`src/rtl/xor_alu_pkg.sv`:
```
// xor_alu_pkg: shared state encoding, counter width and key rotation helper
package xor_alu_pkg;
    typedef enum logic [1:0] {IDLE, RUN, FLUSH} state_t;
    localparam int CNT_W = 8;
    function automatic logic [31:0] rotl(logic [31:0] key, int w);
        return ((key << 1) | (key >> (w - 1))) & ((32'd1 << w) - 32'd1);
    endfunction
endpackage

```
`src/rtl/xor_unmask_if.sv`:
```
// xor_unmask_if: key load, input stream, output stream and status bundle
interface xor_unmask_if #(parameter int WIDTH = 3);
    import xor_alu_pkg::*;
    logic             key_load;
    logic [WIDTH-1:0] key_in;
    logic             in_valid;
    logic             in_ready;
    logic [WIDTH-1:0] in_g;
    logic             out_valid;
    logic             out_ready;
    logic [WIDTH-1:0] out_a;
    logic [WIDTH-1:0] key_q;
    logic [CNT_W-1:0] word_cnt;
    logic             busy;
    modport slave (
        input  key_load, key_in, in_valid, in_g, out_ready,
        output in_ready, out_valid, out_a, key_q, word_cnt, busy
    );
    modport master (
        output key_load, key_in, in_valid, in_g, out_ready,
        input  in_ready, out_valid, out_a, key_q, word_cnt, busy
    );
endinterface

```
`src/rtl/xor_unmask_fifo.sv`:
```
// xor_unmask_fifo: shift-style sync FIFO whose head is always slot 0, so dout is a plain register
module xor_unmask_fifo #(
    parameter int WIDTH = 3,
    parameter int DEPTH = 2
) (
    input  logic                       clk,
    input  logic                       rst,
    input  logic                       push,
    input  logic [WIDTH-1:0]           din,
    input  logic                       pop,
    output logic [WIDTH-1:0]           dout,
    output logic [$clog2(DEPTH+1)-1:0] count,
    output logic                       full,
    output logic                       empty
);
    localparam int CW = $clog2(DEPTH + 1);
    logic [WIDTH-1:0] data [DEPTH];
    assign dout  = data[0];
    assign full  = count == CW'(DEPTH);
    assign empty = count == '0;
    // shift down on pop (never past the last valid entry, so an emptied head keeps its value) and write behind the tail
    always_ff @(posedge clk or negedge rst) begin
        if (!rst) begin
            count <= '0;
            for (int i = 0; i < DEPTH; i++) data[i] <= '0;
        end else begin
            count <= count + CW'(push) - CW'(pop);
            for (int i = 0; i < DEPTH; i++) begin
                if (pop && i + 1 < int'(count)) data[i] <= data[(i + 1) % DEPTH];
                if (push && i == int'(count) - int'(pop)) data[i] <= din;
            end
        end
    end
endmodule

```
`src/rtl/xor_unmask.sv`:
```
// xor_unmask: recovers a = g ^ key from a stream, with rolling key and flush-before-rekey
module xor_unmask
    import xor_alu_pkg::*;
#(
    parameter int WIDTH      = 3,
    parameter int DEPTH      = 2,
    parameter int KEY_ROTATE = 1
) (
    input  logic         clk,
    input  logic         rst,
    xor_unmask_if.slave  bus
);
    localparam int CW = $clog2(DEPTH + 1);
    state_t           state;
    logic [WIDTH-1:0] key_q;
    logic [WIDTH-1:0] pend;
    logic [CNT_W-1:0] word_cnt;
    logic [CW-1:0]    count;
    logic             full;
    logic             empty;
    logic             accept;
    logic             pop;
    logic             drained;
    logic [WIDTH-1:0] key_rot;
    xor_unmask_fifo #(.WIDTH(WIDTH), .DEPTH(DEPTH)) fifo (
        .clk   (clk),
        .rst   (rst),
        .push  (accept),
        .din   (bus.in_g ^ key_q),
        .pop   (pop),
        .dout  (bus.out_a),
        .count (count),
        .full  (full),
        .empty (empty)
    );
    assign bus.in_ready  = state == RUN && !full;
    assign bus.out_valid = !empty;
    assign bus.busy      = state == FLUSH;
    assign bus.key_q     = key_q;
    assign bus.word_cnt  = word_cnt;
    assign accept        = bus.in_valid && bus.in_ready;
    assign pop           = !empty && bus.out_ready;
    assign drained       = empty || (count == CW'(1) && pop);
    assign key_rot       = KEY_ROTATE != 0 ? WIDTH'(rotl(32'(key_q), WIDTH)) : key_q;
    // control FSM: the key only switches once every word encoded under the old key has left the FIFO
    always_ff @(posedge clk or negedge rst) begin
        if (!rst) begin
            state    <= IDLE;
            key_q    <= '0;
            pend     <= '0;
            word_cnt <= '0;
        end else begin
            case (state)
                IDLE: if (bus.key_load) begin
                    key_q <= bus.key_in;
                    state <= RUN;
                end
                RUN: begin
                    if (accept) begin
                        word_cnt <= word_cnt + 1'b1;
                        key_q    <= key_rot;
                    end
                    if (bus.key_load) begin
                        pend  <= bus.key_in;
                        state <= FLUSH;
                    end
                end
                FLUSH: begin
                    if (bus.key_load) pend <= bus.key_in;
                    if (drained) begin
                        key_q <= bus.key_load ? bus.key_in : pend;
                        state <= RUN;
                    end
                end
                default: state <= IDLE;
            endcase
        end
    end
endmodule

```
`src/flat_wrapper.sv`:
```
// flat-port wrapper written by rule: the top's interface ports become plain ports
module xor_unmask_flat import xor_alu_pkg::*;
#(
    parameter int WIDTH      = 3,
    parameter int DEPTH      = 2,
    parameter int KEY_ROTATE = 1
)
  (clk, rst, bus_key_load, bus_key_in, bus_in_valid, bus_in_g, bus_out_ready, bus_in_ready, bus_out_valid, bus_out_a, bus_key_q, bus_word_cnt, bus_busy);
  xor_unmask_if #(.WIDTH(WIDTH)) bus_i ();
  input  logic clk;
  input  logic rst;
  input wire logic [$bits(bus_i.key_load)-1:0] bus_key_load;
  input wire logic [$bits(bus_i.key_in)-1:0] bus_key_in;
  input wire logic [$bits(bus_i.in_valid)-1:0] bus_in_valid;
  input wire logic [$bits(bus_i.in_g)-1:0] bus_in_g;
  input wire logic [$bits(bus_i.out_ready)-1:0] bus_out_ready;
  output wire logic [$bits(bus_i.in_ready)-1:0] bus_in_ready;
  output wire logic [$bits(bus_i.out_valid)-1:0] bus_out_valid;
  output wire logic [$bits(bus_i.out_a)-1:0] bus_out_a;
  output wire logic [$bits(bus_i.key_q)-1:0] bus_key_q;
  output wire logic [$bits(bus_i.word_cnt)-1:0] bus_word_cnt;
  output wire logic [$bits(bus_i.busy)-1:0] bus_busy;
  assign bus_i.key_load = bus_key_load;
  assign bus_i.key_in = bus_key_in;
  assign bus_i.in_valid = bus_in_valid;
  assign bus_i.in_g = bus_in_g;
  assign bus_i.out_ready = bus_out_ready;
  assign bus_in_ready = bus_i.in_ready;
  assign bus_out_valid = bus_i.out_valid;
  assign bus_out_a = bus_i.out_a;
  assign bus_key_q = bus_i.key_q;
  assign bus_word_cnt = bus_i.word_cnt;
  assign bus_busy = bus_i.busy;
  xor_unmask #(.WIDTH(WIDTH), .DEPTH(DEPTH), .KEY_ROTATE(KEY_ROTATE)) u_core (.clk(clk), .rst(rst), .bus(bus_i));
endmodule
```
`config.mk`:
```
export PLATFORM = sky130hd
export DESIGN_NAME = xor_unmask_flat
export DESIGN_NICKNAME = d
export VERILOG_FILES = /design/src/rtl/xor_alu_pkg.sv /design/src/rtl/xor_unmask_if.sv /design/src/rtl/xor_unmask_fifo.sv /design/src/rtl/xor_unmask.sv /design/src/flat_wrapper.sv
export SDC_FILE = /design/constraint.sdc
export NUM_CORES = 1
export LEC_CHECK = 0
export CORE_UTILIZATION = 54
export CTS_CLUSTER_DIAMETER = 150
export DETAILED_ROUTE_END_ITERATION = 12
export GPL_TIMING_DRIVEN = 0
export PLACE_DENSITY = 0.84
export SLEW_MARGIN = 30
export SYNTH_ARGS = -nofsm -noshare
export SYNTH_HDL_FRONTEND = slang
export SYNTH_SLANG_ARGS = --single-unit
```
`constraint.sdc`:
```
create_clock -name clk -period 5.2 [get_ports clk]
set_input_delay 1.04 -clock clk [delete_from_list [all_inputs] [get_ports clk]]
set_output_delay 1.04 -clock clk [all_outputs]
set_load 0.02 [all_outputs]
```
Word level (Yosys, flattened, before mapping)

Cells that the tools add are included.
Widths: inputs -> output; s select.

Latch bits: 0
Memories kept: 0
ROM bits: 0
Bits in registers: 24
RAM bits: 0
Bits of input ports: 11

Div/mod/pow operators: 0
Equal/unequal tests: 9
Reductions and logical operators: 21
Multiplexer cells: 13
$mul: 0
Shifts and indexed selects: 0
Add/subtract/negate cells: 4
Order comparisons: 2
Bitwise gates (word level): 2

Operators with widths:

| cell                | number |
|---|---|
| $logic_not 32->1    | 1 |
| $mux 3              | 8 |
| $pmux 3 s3          | 1 |
| $add 8x1->8 const B | 1 |
| $logic_and 1x1->1   | 8 |
| $mux 2              | 3 |
| $ne 2x2->1 const B  | 3 |
| $pmux 2 s3          | 1 |
| $eq 2x1->1 const B  | 2 |
| $eq 2x2->1 const B  | 2 |
| $logic_not 2->1     | 2 |
| $reduce_and 4->1    | 1 |
| $reduce_bool 2->1   | 2 |
| $eq 2x3->1 const A  | 1 |
| $or 3x1->3          | 1 |
| $reduce_and 3->1    | 1 |
| $reduce_bool 3->1   | 1 |
| $sub 2x1->3         | 1 |
| $xor 3x3->3         | 1 |
| $add 2x1->2         | 1 |
| $logic_not 1->1     | 2 |
| $lt 1x2->1 const A  | 1 |
| $lt 2x2->1 const A  | 1 |
| $ne 2x1->1 const B  | 1 |
| 4 further kinds     | 4 |

Depth between registers and ports, before layout

Word-level depth: 7
Mapped depth: 10
Mapped depth without buffers: 10

By module

A second synthesis with hierarchy kept.

Cells, all modules: 127
Area, all modules: 1,370.1 um^2

Modules (own cells, without submodules):

| module          | times used | cells each | sequential area each (um^2) | area an instance (um^2) |
|---|---|---|---|---|
| xor_unmask      | 1          | 84         | 400.4                       | 902.1 |
| xor_unmask_fifo | 1          | 43         | 200.2                       | 467.9 |

Worst setup path before layout

Ideal clock, no wire load.

Path kind: register -> output
Start: reg u_core.state[1]
End: out bus_in_ready
Slack: 3,027 ps
Stages on the path, launching flop included: 4
Data arrival time: 1,133 ps
Buffers on the path: 0
Cell sequence: dfrtp_1 -> inv_1 -> ha_1 -> nor2b_1

Word-level cells in the longest chain between the ends: 2

Ends and longest elaborated chain:

| element                | RTL line           | text |
|---|---|---|
| start, declared        | xor_unmask.sv:14   | `state_t state;` |
| start signal, assigned | xor_unmask.sv:48   | `state <= IDLE;` |
| start signal, assigned | xor_unmask.sv:56   | `state <= RUN;` |
| start signal, assigned | xor_unmask.sv:65   | `state <= FLUSH;` |
| $eq 2x1->1             | xor_unmask.sv:36   | `assign bus.in_ready = state == RUN && !full;` |
| $logic_and 1x1->1      | xor_unmask.sv:36   |  |
| end, declared          | flat_wrapper.sv:17 | `output wire logic [$bits(bus_i.in_ready)-1:0] bus_in_ready;` |

No other way between the ends.

Worst setup path after layout

Same ends and word-level chain as after synthesis.

==> summary.md <==
| Metric | Value |
|---|---|
| DRT Pass-1 Iters | `4` |
| Largest net degree at the start of global routing | `25` |
| Initial antenna violation count | `0` |
| DR vias | `999` |
| Peak VDD IR | `around 0.00035 V` |
| Initial core utilization | `between 50% and 60%` |
| Yosys warns | `0` |
| # resized after CTS | `0` |
| Final Hold Fails | `0` |
| Setup Fix Bufs, Post-CTS | `0` |
| Vias in the first global route | `roughly 1000` |
| # setup viols final | `0` |
| Max incr delay on CP | `slightly above 0.6 ns` |
| Largest family of logic cells by synthesized area | `simple AND/OR/NAND/NOR gates` |
| CP Cell Sequence | `inv_1 > ha_1 > nor2b_1 > clkdlybuf4s50_1` |
| GP Congestion | `0.772` |
| CP arrival | `1.99 ns` |
| Min Hold Slack | `approximately 0.50 ns` |
| Multiplexer area fraction after synthesis | `12.6%` |
| DP Cell Count | `around 180` |
| I/O pin total | `28` |
| Register bit total from synthesis | `24` |
| Crit Path Max Fanout | `8` |
| GRT overflow | `0` |
| Pre-CTS WS | `roughly 2.4 ns` |
| Compound-Gate Fraction of Synth Area | `roughly 7.6%` |
| Status | `finished clean` |
| Final Non-Filler Cells | `~180` |
| Power density over the cells | `587 nW/um^2` |
| Total Routing Usage GR | `21.6%` |
| Netlist cell types | `29` |
| Highest achievable clock rate | `330 MHz` |
| Post-Route WL | `about 2600 um` |
| Mean Syn Cell Area | `11.2 um^2` |
| Adder-cell area share of the yosys netlist | `9.20%` |
| Synth Cell Area | `1360 um^2` |
| Core area | `between 2000 and 2500 um^2` |
| Root buf cell | `clkbuf_4` |
| Mapped Nets | `~140` |
| Sequential share of the synthesized area | `between 40 and 50%` |
| Crit end category | `output pin` |
| Worst Setup Slack, final | `about 2.2 ns` |
| HPWL Detailed | `about 2000 um` |
| Relative slew slack | `roughly 64%` |
| Worst Hold Class | `reg2reg` |
| Worst Skew | `approximately 0.0035 ns` |
| Reg clk slew, reported paths | `0.13 ns` |
| Std cell rows | `17` |
| Sink Count | `24` |
| Share of cells above drive strength 1 | `approximately 15%` |
| Vias per cell | `between 5 and 6` |
| Post-route DRC violation count | `0` |
| Fillers | `approximately 180` |
| Cts hold-fix bufs | `0` |
| Setup crit start | `u_core.state[1]` |
| Area growth syn-to-layout | `23.7%` |
| Syn Inst Count | `121` |
| Final ANT Viol Nets | `0` |
| Worst-margin pin slew | `0.543 ns` |
| Final worst path period need | `slightly above 3 ns` |
| Yosys top cell area share | `44.2%` |
| CTS tree | `built` |
| Worst-skew pair later-pin latency | `0.30 ns` |
| Die height | `about 52 um` |
| Maxcap violations | `0` |
| Final period utilization | `roughly 60%` |
| IO Port Bufs | `27` |
| RR Startpoint | `u_core.state[1]` |
| RSZ-0062 raised after global routing | `no` |
| Die area | `around 2700 um^2` |
| Worst Path Required | `4.16 ns` |
| DRT iter0 DRCs | `10` |
| Min-Delay Startpoint | `u_core.bus.word_cnt[7]` |
| Antenna Cells | `0` |
| Post-Synth Simple-Gate Area | `14.0%` |
| Setup Crit Path Kind | `reg2out` |
| Slowest CP cell | `clkdlybuf4s50_1` |
| CTS Buf Count | `3` |
| Cell accounting for the most synthesized area | `dfrtp_1` |
| Final Max Tran Viols | `0` |
| H-tree depth | `1` |
| Ranking of synthesized cells by area | `dfrtp_1 44%, ha_1 9.2%, mux2_2 7.5%` |
| Die Wd | `around 52 um` |
| DR WL/cell | `~15 um` |
| CTS Buffer Depth | `2` |
| First-pass GRT wire length | `between 4000 and 5000 um` |
| Worst setup SP type | `flip-flop` |
| Static Leak | `0.790 nW` |
| Final setup TNS | `0 ns` |
| Synth Area in XOR/XNOR | `7.73%` |
| Final Total Pwr | `just under 1 mW` |
| Fin nets | `approximately 170` |
[cells in the mapped netlist, drive strengths merged]
master	n
o211ai	2
ha	10
xnor2	10
nor2	3
nand4	1
nand4b	1
inv	8
xor2	2
and3	2
a22o	6
mux2	9
nand2	11
dfrtp	24
nor2b	4
o21ai	4
o21bai	1
a21oi	1
mux2i	7
and2	2
nand3	8
buf	4
nor3	1
[worst max-delay path: cells and delay by family, from the launching register on]
kind                       cells  cell delay (ns)
adders and majority gates      1             0.35
buffers and inverters          2             0.72
DFF                            1             0.43
and+or+nand+nor                1             0.19
[cells by family (layout without fill, tap and decap cells)]
logic type      Yosys count  after routing
buf+inv                  12             42
mux                      16             16
xor+xnor                 12             12
flops                    24             24
fa+ha+maj                10             10
compound gates           14             14
simple gates             33             33
[report_power, final]
part	internal, mW	leakage [nW]	switching, mW	total [mW]
logic	0.296	0.474	0.276	0.572
registers	0.265	0.302	0.0700	0.335
clock network	0.0270	0.0138	0.0537	0.0807
[per-stage QoR]
| step | cell area [um^2] | utilization (%) |
|---|---|---|
| 3_5_place_dp | 1660 | 72.3 |
| 2_1_floorplan | 1360 | - |
| 6_report | 1680 | 73.3 |
| 5_1_grt | 1680 | 73.3 |
| 3_3_place_gp | 1670 | 72.5 |
| 4_1_cts | 1680 | 73.3 |
[worst paths after layout]
kind / to / cells after the start / slack [ns]
min in group asynchronous: u_core.bus.word_cnt[5] / 1 / 0.69
max in group asynchronous: u_core.fifo.data[1] / 1 / 4.14
setup reg to reg: u_core.fifo.count[1] / 10 / 3.05
setup / recovery: bus_in_ready / 4 / 2.17
hold / removal: u_core.bus.word_cnt[7] / 1 / 0.50
hold reg to reg: u_core.bus.word_cnt[7] / 1 / 0.50
[sequential cells by signal, indices dropped and copies added (netlist names)]
name                 count
u_core.state             2
u_core.pend              3
u_core.bus.word_cnt      8
u_core.fifo.data         3
u_core.fifo.dout         3
u_core.bus.key_q         3
u_core.fifo.count        2
[placed cells by master (no fill, tap or decap), types with 2 or more instances in the layout]
cell type,count
nand2_1,10
inv_1,8
o21ai_1,2
o211ai_1,2
buf_4,3
xnor2_1,10
clkdlybuf4s50_1,26
nor2_1,2
ha_1,10
and2_1,2
mux2_2,9
and3_1,2
a22o_1,6
mux2i_1,7
dfrtp_1,24
clkbuf_4,3
xor2_1,2
nand3_1,7
nor2b_1,3
[area by class of cell]
type                       instances  area (um^2)  area share, %
clock buffer                       3         22.5           1.34
timing repair buffer              27          265           15.8
buffer                             4         33.8           2.01
inverter                           8         30.0           1.78
multi-input combinational         85          696           41.3
sequential                        24          601           35.7
tap                               28         35.0           2.08
[routing by layer]
metal  GRT usage, %  wire [um]  up-vias
li1               -          -      478
met1           23.5       1100      503
met2           42.1       1420       16
met3           2.90         68        2
met4           7.46         16        0
met5              0          0        -
(Power assumes the default switching activity.)
